===== src/rtl/mem_req_port.sv =====
// mem_req_port: initiator side of the CPU memory req/resp interface.
// Turns one byte-addressed load/store command into a word request with a
// byte write mask and lane-replicated data, then waits for the single
// outstanding read and returns the extracted, sign/zero-extended value.
// Optional feature macro: MEM_REQ_PORT_MISALIGN_TRAP_EN. When it is defined,
// misaligned half/word commands complete with an error and issue no request.
`ifndef CPU_ADDR_BITS
`define CPU_ADDR_BITS 16
`endif

module mem_req_port #(
  parameter int unsigned CPU_WIDTH      = 32,
  parameter int unsigned ADDR_BITS      = `CPU_ADDR_BITS,
  parameter int unsigned WORD_ADDR_BITS = ADDR_BITS - 2,
  parameter int unsigned TIMEOUT        = 64
) (
  input  logic                      clk,
  input  logic                      reset_n,
  input  logic                      cmd_valid,
  output logic                      cmd_ready,
  input  logic [ADDR_BITS-1:0]      cmd_addr,
  input  logic [CPU_WIDTH-1:0]      cmd_wdata,
  input  logic                      cmd_store,
  input  logic [1:0]                cmd_size,
  input  logic                      cmd_unsigned,
  output logic                      done_valid,
  output logic [CPU_WIDTH-1:0]      done_rdata,
  output logic                      done_err,
  output logic                      mem_req_valid,
  input  logic                      mem_req_ready,
  output logic [WORD_ADDR_BITS-1:0] mem_req_addr,
  output logic [CPU_WIDTH-1:0]      mem_req_data,
  output logic [3:0]                mem_req_write,
  input  logic                      mem_resp_valid,
  input  logic [CPU_WIDTH-1:0]      mem_resp_data
);

  localparam int unsigned CNT_W = $clog2(TIMEOUT) + 1;

  typedef enum logic [1:0] {S_IDLE, S_REQ, S_RESP} state_t;

  state_t                    state_q;
  logic                      cmd_ready_q;
  logic                      done_valid_q;
  logic                      done_err_q;
  logic [CPU_WIDTH-1:0]      done_rdata_q;
  logic                      req_valid_q;
  logic [WORD_ADDR_BITS-1:0] req_addr_q;
  logic [CPU_WIDTH-1:0]      req_data_q;
  logic [3:0]                req_write_q;
  logic                      store_q;
  logic [1:0]                size_q;
  logic                      uns_q;
  logic [1:0]                lane_q;
  logic [CNT_W-1:0]          cnt_q;

  logic [3:0]                mask_d;
  logic [CPU_WIDTH-1:0]      wdata_d;
  logic [1:0]                lane_d;
  logic                      misalign_d;
  logic [CPU_WIDTH-1:0]      shifted_d;
  logic [CPU_WIDTH-1:0]      rdata_d;

  // Decode the offered command: byte mask, replicated store data, load lane.
  always_comb begin
    mask_d  = 4'b1111;
    wdata_d = cmd_wdata;
    lane_d  = 2'b00;
    case (cmd_size)
      2'd0: begin
        mask_d  = 4'b0001 << cmd_addr[1:0];
        wdata_d = {4{cmd_wdata[7:0]}};
        lane_d  = cmd_addr[1:0];
      end
      2'd1: begin
        mask_d  = 4'b0011 << {cmd_addr[1], 1'b0};
        wdata_d = {2{cmd_wdata[15:0]}};
        lane_d  = {cmd_addr[1], 1'b0};
      end
      default: begin
        mask_d  = 4'b1111;
        wdata_d = cmd_wdata;
        lane_d  = 2'b00;
      end
    endcase
`ifdef MEM_REQ_PORT_MISALIGN_TRAP_EN
    misalign_d = ((cmd_size == 2'd1) && cmd_addr[0]) ||
                 (cmd_size[1] && (cmd_addr[1:0] != 2'b00));
`else
    misalign_d = 1'b0;
`endif
  end

  // Extract and extend the load result from the returned word.
  always_comb begin
    shifted_d = mem_resp_data >> {lane_q, 3'b000};
    case (size_q)
      2'd0:    rdata_d = uns_q ? {24'b0, shifted_d[7:0]}
                               : {{24{shifted_d[7]}}, shifted_d[7:0]};
      2'd1:    rdata_d = uns_q ? {16'b0, shifted_d[15:0]}
                               : {{16{shifted_d[15]}}, shifted_d[15:0]};
      default: rdata_d = shifted_d;
    endcase
  end

  // Command FSM with registered request and completion outputs.
  always_ff @(posedge clk) begin
    if (!reset_n) begin
      state_q      <= S_IDLE;
      cmd_ready_q  <= 1'b1;
      done_valid_q <= 1'b0;
      done_err_q   <= 1'b0;
      done_rdata_q <= '0;
      req_valid_q  <= 1'b0;
      req_addr_q   <= '0;
      req_data_q   <= '0;
      req_write_q  <= '0;
      store_q      <= 1'b0;
      size_q       <= '0;
      uns_q        <= 1'b0;
      lane_q       <= '0;
      cnt_q        <= '0;
    end else begin
      done_valid_q <= 1'b0;
      done_err_q   <= 1'b0;
      done_rdata_q <= '0;
      case (state_q)
        S_IDLE: begin
          if (cmd_valid) begin
            store_q <= cmd_store;
            size_q  <= cmd_size;
            uns_q   <= cmd_unsigned;
            lane_q  <= lane_d;
            if (misalign_d) begin
              done_valid_q <= 1'b1;
              done_err_q   <= 1'b1;
            end else begin
              state_q     <= S_REQ;
              cmd_ready_q <= 1'b0;
              req_valid_q <= 1'b1;
              req_addr_q  <= cmd_addr[ADDR_BITS-1:2];
              req_data_q  <= wdata_d;
              req_write_q <= cmd_store ? mask_d : 4'b0000;
            end
          end
        end
        S_REQ: begin
          if (mem_req_ready) begin
            req_valid_q <= 1'b0;
            if (store_q) begin
              state_q      <= S_IDLE;
              cmd_ready_q  <= 1'b1;
              done_valid_q <= 1'b1;
            end else begin
              state_q <= S_RESP;
              cnt_q   <= '0;
            end
          end
        end
        S_RESP: begin
          if (mem_resp_valid) begin
            state_q      <= S_IDLE;
            cmd_ready_q  <= 1'b1;
            done_valid_q <= 1'b1;
            done_rdata_q <= rdata_d;
          end else if (cnt_q == CNT_W'(TIMEOUT - 1)) begin
            state_q      <= S_IDLE;
            cmd_ready_q  <= 1'b1;
            done_valid_q <= 1'b1;
            done_err_q   <= 1'b1;
          end else begin
            cnt_q <= cnt_q + 1'b1;
          end
        end
        default: begin
          state_q     <= S_IDLE;
          cmd_ready_q <= 1'b1;
        end
      endcase
    end
  end

  assign cmd_ready     = cmd_ready_q;
  assign done_valid    = done_valid_q;
  assign done_err      = done_err_q;
  assign done_rdata    = done_rdata_q;
  assign mem_req_valid = req_valid_q;
  assign mem_req_addr  = req_addr_q;
  assign mem_req_data  = req_data_q;
  assign mem_req_write = req_write_q;

endmodule

===== config.mk =====
export PLATFORM = sky130hd
export DESIGN_NAME = mem_req_port
export DESIGN_NICKNAME = d
export VERILOG_FILES = /design/src/rtl/mem_req_port.sv
export SDC_FILE = /design/constraint.sdc
export NUM_CORES = 1
export LEC_CHECK = 0
export CAP_MARGIN = 20
export CELL_PAD_IN_SITES_DETAIL_PLACEMENT = 0
export CELL_PAD_IN_SITES_GLOBAL_PLACEMENT = 1
export CORE_ASPECT_RATIO = 0.7
export CORE_MARGIN = 2
export CORE_UTILIZATION = 31
export DETAILED_ROUTE_END_ITERATION = 10
export PLACE_DENSITY_LB_ADDON = 0.1
export SLEW_MARGIN = 20
export SYNTH_ARGS = -nofsm -noshare
export SYNTH_HDL_FRONTEND = slang
export SYNTH_SLANG_ARGS = --single-unit

===== constraint.sdc =====
create_clock -name clk -period 2.4 [get_ports clk]
set_input_delay 0.48 -clock clk [delete_from_list [all_inputs] [get_ports clk]]
set_output_delay 0.48 -clock clk [all_outputs]
set_load 0.02 [all_outputs]

# Word level (Yosys, flattened, before mapping)
# Cells that the tools add are included.
dict set report totals {
  regBits 101
  in_bits 89
  out_inout_bits 86
  word_cells 76
}
dict set report classes {
  add_sub_neg 1
  eq_ne 12
  shift 3
  mux 32
  bitwise 2
  reduce_logical 12
}
# cell n
set ops {}
lappend ops {{$pmux W32 S2} 2}
lappend ops {{$mux W32} 2}
lappend ops {{$shr A32 B5 Y32} 1}
lappend ops {{$mux W7} 4}
lappend ops {{$pmux W7 S2} 1}
lappend ops {{$ne A2 B2 Y1 const B} 6}
lappend ops {{$mux W1} 11}
lappend ops {{$mux W2} 5}
lappend ops {{$reduce_and A3 Y1} 3}
lappend ops {{$pmux W4 S2} 1}
lappend ops {{$add A7 B1 Y7 const B} 1}
lappend ops {{$eq A7 B6 Y1 const B} 1}
lappend ops {{$eq A2 B1 Y1 const B} 3}
lappend ops {{$logic_not A2 Y1} 3}
lappend ops {{$pmux W2 S3} 1}
lappend ops {{$reduce_and A5 Y1} 1}
lappend ops {{$mux W4} 1}
lappend ops {{$pmux W1 S2} 2}
lappend ops {{$pmux W2 S2} 1}
lappend ops {{$reduce_and A4 Y1} 1}
lappend ops {{$reduce_bool A2 Y1} 2}
lappend ops {{$shl A1 B2 Y4 const A} 1}
lappend ops {{$shl A2 B2 Y4 const A} 1}
lappend ops {{$ne A3 B3 Y1 const B} 1}
lappend ops {{other kinds (5)} 6}

# Depth between registers and ports, before layout
# Gate-level depths: netlist of the first run.
dict set report logic_depth {
  ltp_word 4
  ltp_mapped 8
  mapped_depth_nobuf 6
}

# Worst setup path before layout of the first run
# Ideal clock, no wire load.
dict set report synth_path {
  path_type {register to register}
  startpoint {register state_q[0]}
  endpoint {register done_rdata_q[24] (netlist: done_rdata[24])}
  setup_ns 0.060
  t_arrival_ns 1.814
  t_required_ns 2.340
  slack_ns 0.526
  stages_incl_launch_ff 8
  n_path_buf 1
  period_less_slack_ns 1.874
  path_cell_list {dfxtp_1 -> inv_1 -> ha_1 -> nand3_2 -> or3b_2 -> clkbuf_1 -> nor2_2 -> a21o_1}
}
dict set report synth_between {
  elab_chain_cells 2
}
# element line_no
set synth_lines {}
lappend synth_lines {{from (decl)} 42} ;# state_t state_q;
lappend synth_lines {{from (signal assigned)} 109} ;# state_q <= S_IDLE;
lappend synth_lines {{from (signal assigned)} 138} ;# state_q <= S_REQ;
lappend synth_lines {{from (signal assigned)} 151} ;# state_q <= S_IDLE;
lappend synth_lines {{$eq A2 B2 Y1} 127} ;# case (state_q)
lappend synth_lines {{$reduce_and A3 Y1 (no line)} -}
lappend synth_lines {{to (signal assigned)} 165} ;# done_rdata_q <= rdata_d;
lappend synth_lines {{to (decl)} 46} ;# logic [CPU_WIDTH-1:0] done_rdata_q;
# No other way between the ends.
# A chain may end at the register's enable or synchronous reset.

# Worst setup path after layout of the first run
dict set report layout_path {
  startpoint {register state_q[0]}
  endpoint {register cnt_q[5]}
}
dict set report layout_between {
  elab_chain_cells 3
  word_cells_on_any_way 9
  cone_classes {6 x eq/ne; 1 x mux; 2 x reduce/logical}
}
# element line_no
set layout_lines {}
lappend layout_lines {{$eq A2 B2 Y1 or $eq A2 B1 Y1 (tied branches)} 127}
lappend layout_lines {{$ne A2 B2 Y1 (no line) or $reduce_bool A2 Y1 (tied branches)} -}
lappend layout_lines {{$reduce_and A5 Y1 (no line)} -}
lappend layout_lines {{to (signal assigned)} 172} ;# cnt_q <= cnt_q + 1'b1;
lappend layout_lines {{to (decl)} 55} ;# logic [CNT_W-1:0] cnt_q;
# Several ways; a longest one is shown, not always the timed one.

==> metrics.txt, run 1 <==
Synth Cell Area 4310 um^2; DP Wirelength 10200 um; WL met1 6730 um; Clock Sinks 101; Clock Tree Root clkbuf_16; area grow syn2layout 53.1%; setup violators final 0; worst-skew pair later-pin latency 340 ps; Boundary Pins 175; Critical Path RT 2670 ps; synth unique cells 41; Ys Warns 0; largest net degree at the start of global routing 71; commonest non-fill, non-tap cell in the layout clkdlybuf4s50_1; Max FO, Critical Path 11; first-pass detailed-route iteration total 5; Post-synth EDFFs 0; final worst slack 283 ps; most frequent cells in the layout clkdlybuf4s50_1 (174), dfxtp_1 (101), nand2_1 (100); share of cells above drive strength 1 0.0607; Initial Util 0.322; fin nets 765; Starting DRT DRC Count 275; via count 4165; Via-to-Cell Ratio 4.84; CTS H-tree depth 3; global-route wire length before repair 21400 um; CP Class register to register; clock-pin slew on the worst setup and hold paths 70 ps; hold buffers post-CTS 0; IO buf count 174; drt wl/cell 16.1 um; worst slew pin tran 788 ps; setup repair bufs after CTS 0; critical path's largest stage delay 530 ps; sequential share of the synthesized area 0.469; worst slack, placed -34.9 ps; run status complete, no violations; Post-synth ARST share 0; met2 WL post-DR 5840 um; PostCTS Resize Cnt 0; CTS Buf Count 9; Critical Path End Type register; Row Count 35; R2R cell count 6; Fmax 472 MHz; Rel. slew slack 0.475; unrepaired setup endpoints after global routing false; GR Overflow Total 0; DIE WIDTH 145 um; met3 wire length 1240 um; period utilisation layout 0.882; VDD IR max 0.387 mV; max-slew violation count 0; WHS Path Cells 2; Cell Pwr Density 746 nW/um^2; initial antenna violation count 0; Synth Instances 509; crit path cell chain inv_1, ha_1, nor2b_1, o221ai_1, or4_1, a21oi_1; Final Critical Period 2120 ps; core area 13400 um^2; syn nets 603; Total GRT Usage 0.187; Lkg Pwr 0.00247 uW; Max Cap Viol 0; GP Congestion 0.801; Power Total 4920 uW; height of the die 103 um; ANT cells 0; Top Metal Used met4; FILL cells 1248; #FFs+latches synth 101; vias in the first global route 3907; clock skew 7.24 ps; top-area cell type share of the netlist area 0.469; CTS max path bufs 2; HP Class register to register; worst path arrival time 2390 ps; final antenna-violating net count 0; crit start category register; final hold vios 0; Detailed Route WL 13900 um; die area 14900 um^2; setup TNS 0 ps; Remaining DRCs 0; top cell type by total area after synthesis dfxtp_1; slowest CP cell or4_1; Synth area leaders dfxtp_1 (47%), nand2_1 (8.7%), mux2i_1 (7.9%); CTS tree yes; Top FF cell, synth dfxtp_1; syn_area_per_cell 8.46 um^2
[layer usage]
layer / vias up / GRT usage
li1: 2092 / -
met1: 1935 / 0.268
met2: 132 / 0.269
met3: 6 / 0.0715
met4: 0 / 0.0358
met5: - / 0
[synth_stat cells (all sizes together), types with 2 or more instances]
| library cell | number |
|---|---|
| a211oi | 22 |
| a21o | 8 |
| a21oi | 50 |
| a2bb2oi | 4 |
| a311oi | 8 |
| and2 | 9 |
| buf | 7 |
| clkbuf | 31 |
| dfxtp | 101 |
| ha | 5 |
| inv | 6 |
| mux2 | 2 |
| mux2i | 34 |
| nand2 | 100 |
| nand2b | 6 |
| nand3 | 8 |
| nand4b | 2 |
| nor2 | 34 |
| nor2b | 9 |
| nor4 | 2 |
| o211ai | 2 |
| o21ai | 38 |
| o31ai | 3 |
| or3 | 5 |
| or4 | 2 |
[state kept, by name, summed over array words and instances, names as in the netlist]
name           flops
size_q             2
lane_q             2
mem_req_addr      14
done_rdata        32
uns_q              1
done_valid         1
store_q            1
mem_req_valid      1
state_q            2
cmd_ready          1
done_err           1
mem_req_data      32
cnt_q              7
mem_req_write      4
[final timing paths]
path	slack [ps]	start	end
max	280	state_q[0]	cnt_q[5]
min reg2reg	430	cnt_q[6]	cnt_q[6]
min	430	cnt_q[6]	cnt_q[6]
max reg2reg	280	state_q[0]	cnt_q[5]
[kinds of logic after synthesis]
group | share of synthesized area
AO/OA/AOI/OAI | 0.196
adder cells (fa/ha/maj) | 0.0145
buffers and inverters | 0.0404
flip-flops | 0.469
multiplexers | 0.0895
AND/OR/NAND/NOR | 0.190
[critical path: cells and delay by family (launching register included)]
| kind | cells | cell delay (ps) |
|---|---|---|
| flops | 1 | 330 |
| fa+ha+maj | 1 | 320 |
| buf+inv | 1 | 100 |
| simple gates | 2 | 750 |
| compound gates | 2 | 540 |
[stage by stage]
stage	cell area, um^2	cells	hold WS (ps)	utilization
final	6600	861	432	0.494
after detailed placement	6280	845	424	0.470
after global placement	6280	845	427	0.470
after global routing	6600	861	451	0.494
after floorplan	4310	509	404	-
after CTS	6600	861	438	0.494
[where the power goes]
group | internal (uW) | leakage [uW] | switching (uW)
sequential | 1850 | 0.000824 | 102
clock | 872 | 0.000149 | 639
combinational | 661 | 0.00150 | 791
[area by class of cell]
cell class              count  area, um^2  share of cell area
well taps                 185         231              0.0351
clock inverters             4        55.1             0.00835
clock buffers              12         256              0.0389
flip-flops and latches    101        2020               0.307
multi-input cells         363        2110               0.320
inverters                   7        26.3             0.00398
repair buffers            189        1890               0.287
(Power assumes the default switching activity.)
==> run 2, diff against run 1 <==
MAX_ROUTING_LAYER = met4   (was unset)
==> run 2 against run 1 <==
Effect of this change: flip-flop and latch count unchanged; worst setup slack better by 4.4 ps; clock power about the same; non-clock buffer count unchanged; cell count unchanged; power about the same; via count up 0.62%; utilization unchanged; global-route usage up 0.55 points; die area unchanged; fmax up 0.21%; largest cell class unchanged.
==> metrics.txt, run 2 (synthesis gave the netlist of run 1 again) <==
Starting DRT DRC Count 293 (+6.5%); drt wl/cell 16.1 um (-0.19%); Via-to-Cell Ratio 4.87 (+0.62%); area grow syn2layout 53.1% (unchanged); CTS tree yes; fin nets 765 (unchanged); unrepaired setup endpoints after global routing false; run status complete, no violations; final antenna-violating net count 0 (unchanged); Lkg Pwr 0.00247 uW (unchanged); clock skew 9.75 ps (+2.50 ps); first-pass detailed-route iteration total 4 (-1); core area 13400 um^2 (unchanged); Boundary Pins 175 (unchanged); hold buffers post-CTS 0 (unchanged); max-slew violation count 0 (unchanged); final hold vios 0 (unchanged); Final Critical Period 2110 ps (-4.40 ps); initial antenna violation count 0 (unchanged); clock-pin slew on the worst setup and hold paths 70 ps (about the same); worst path arrival time 2380 ps (about the same); register area 2020 um^2 (unchanged); most frequent cells in the layout clkdlybuf4s50_1 (174), dfxtp_1 (101), nand2_1 (100); Detailed Route WL 13900 um (-0.19%); Total GRT Usage 0.193 (+0.00552); DIE WIDTH 145 um (unchanged); Remaining DRCs 0 (unchanged); PostCTS Resize Cnt 0 (unchanged); period utilisation layout 0.880 (-0.00183); Max Cap Viol 0 (unchanged); Rel. slew slack 0.476 (+0.000882); final worst slack 287 ps (+4.40 ps); CP Class register to register; Critical Path End Type register; Critical Path RT 2670 ps (about the same); global-route wire length before repair 21400 um (-0.13%); ANT cells 0 (unchanged); DP Wirelength 10200 um (unchanged); GR Overflow Total 0 (unchanged); Switch Pwr 1530 uW (about the same); crit start category register; die area 14900 um^2 (unchanged); Clock Sinks 101 (unchanged); height of the die 103 um (unchanged); Seq pwr share 0.397 (about the same); Row Count 35 (unchanged); combinational share of power 0.295 (about the same); setup violators final 0 (unchanged); Max FO, Critical Path 11 (unchanged); worst-skew pair later-pin latency 350 ps (about the same); Clock power frac 0.308 (about the same); CTS H-tree depth 3 (unchanged); HP Class register to register; setup repair bufs after CTS 0 (unchanged); worst slew pin tran 786 ps (-1.32 ps); Pint 3390 uW (about the same); Fmax 473 MHz (+0.21%); IO buf count 174 (unchanged); VDD IR max 0.387 mV (-0.19%); share of cells above drive strength 1 0.0607 (unchanged); GP Congestion 0.812 (+1.4%); multi-input logic area 2110 um^2 (unchanged); largest net degree at the start of global routing 71 (unchanged); Cell Pwr Density 746 nW/um^2 (about the same); fin util 0.494 (unchanged); Clock Tree Root clkbuf_16; worst slack, placed -34.9 ps (unchanged); CTS Buf Count 9 (unchanged); switch share 0.312 (about the same); FILL cells 1248 (unchanged); Initial Util 0.322 (unchanged); via count 4191 (+0.62%); commonest non-fill, non-tap cell in the layout clkdlybuf4s50_1; vias in the first global route 3924 (+0.44%); CTS max path bufs 2 (unchanged)
[run 2: cell counts in the layout (fill, tap and decap cells not counted)]
No cell type changed its count.
[run 2: power groups by stage]
stage	Combinational (uW)	Sequential, uW	Clock, uW
finish	1450	1950	1510
floorplan	597	2160	0
detailed placement	1460	1990	0
global placement	1450	1980	0
global route	1580	1980	1640
CTS	1470	1960	1560
[run 2: path summary, 6_finish.rpt]
check / endpoint / cells after the start / from / slack (ps)
max reg2reg: cnt_q[5] / 6 / state_q[0] / 290
min reg2reg: cnt_q[6] / 2 / cnt_q[6] / 430
max: cnt_q[5] / 6 / state_q[0] / 290
min: cnt_q[6] / 2 / cnt_q[6] / 430
[run 2: per-layer routing]
| layer | up-vias | wire length [um] | global-route usage |
|---|---|---|---|
| li1 | 2094 | - | - |
| met1 | 1960 | 6820 | 0.272 |
| met2 | 131 | 5900 | 0.270 |
| met3 | 6 | 1070 | 0.0627 |
| met4 | 0 | 76 | 0.0358 |
| met5 | - | 0 | - |
[run 2: per-stage QoR]
stage | instance area, um^2 | std cells | power, uW | hold slack, ps | TNS (ps)
3_3_place_gp | 6280 | 845 | 3430 | 427 | 0
2_1_floorplan | 4310 | 509 | 2760 | 404 | 0
6_report | 6600 | 861 | 4920 | 433 | 0
5_1_grt | 6600 | 861 | 5210 | 451 | 0
3_5_place_dp | 6280 | 845 | 3450 | 424 | -158
4_1_cts | 6600 | 861 | 4980 | 438 | 0
[run 2: layout make-up]
cell class              instances  area share
inverters                       7     0.00398
multi-input cells             363       0.320
repair buffers                189       0.287
clock inverters                 4     0.00835
flip-flops and latches        101       0.307
clock buffers                  12      0.0389
well taps                     185      0.0351
[run 2: worst max-delay path, cell delays in order, from the launching register on]
cell and delay (ps):
dfxtp_1 330, inv_1 100, ha_1 320, nor2b_1 220, o221ai_1 380, or4_1 530, a21oi_1 160
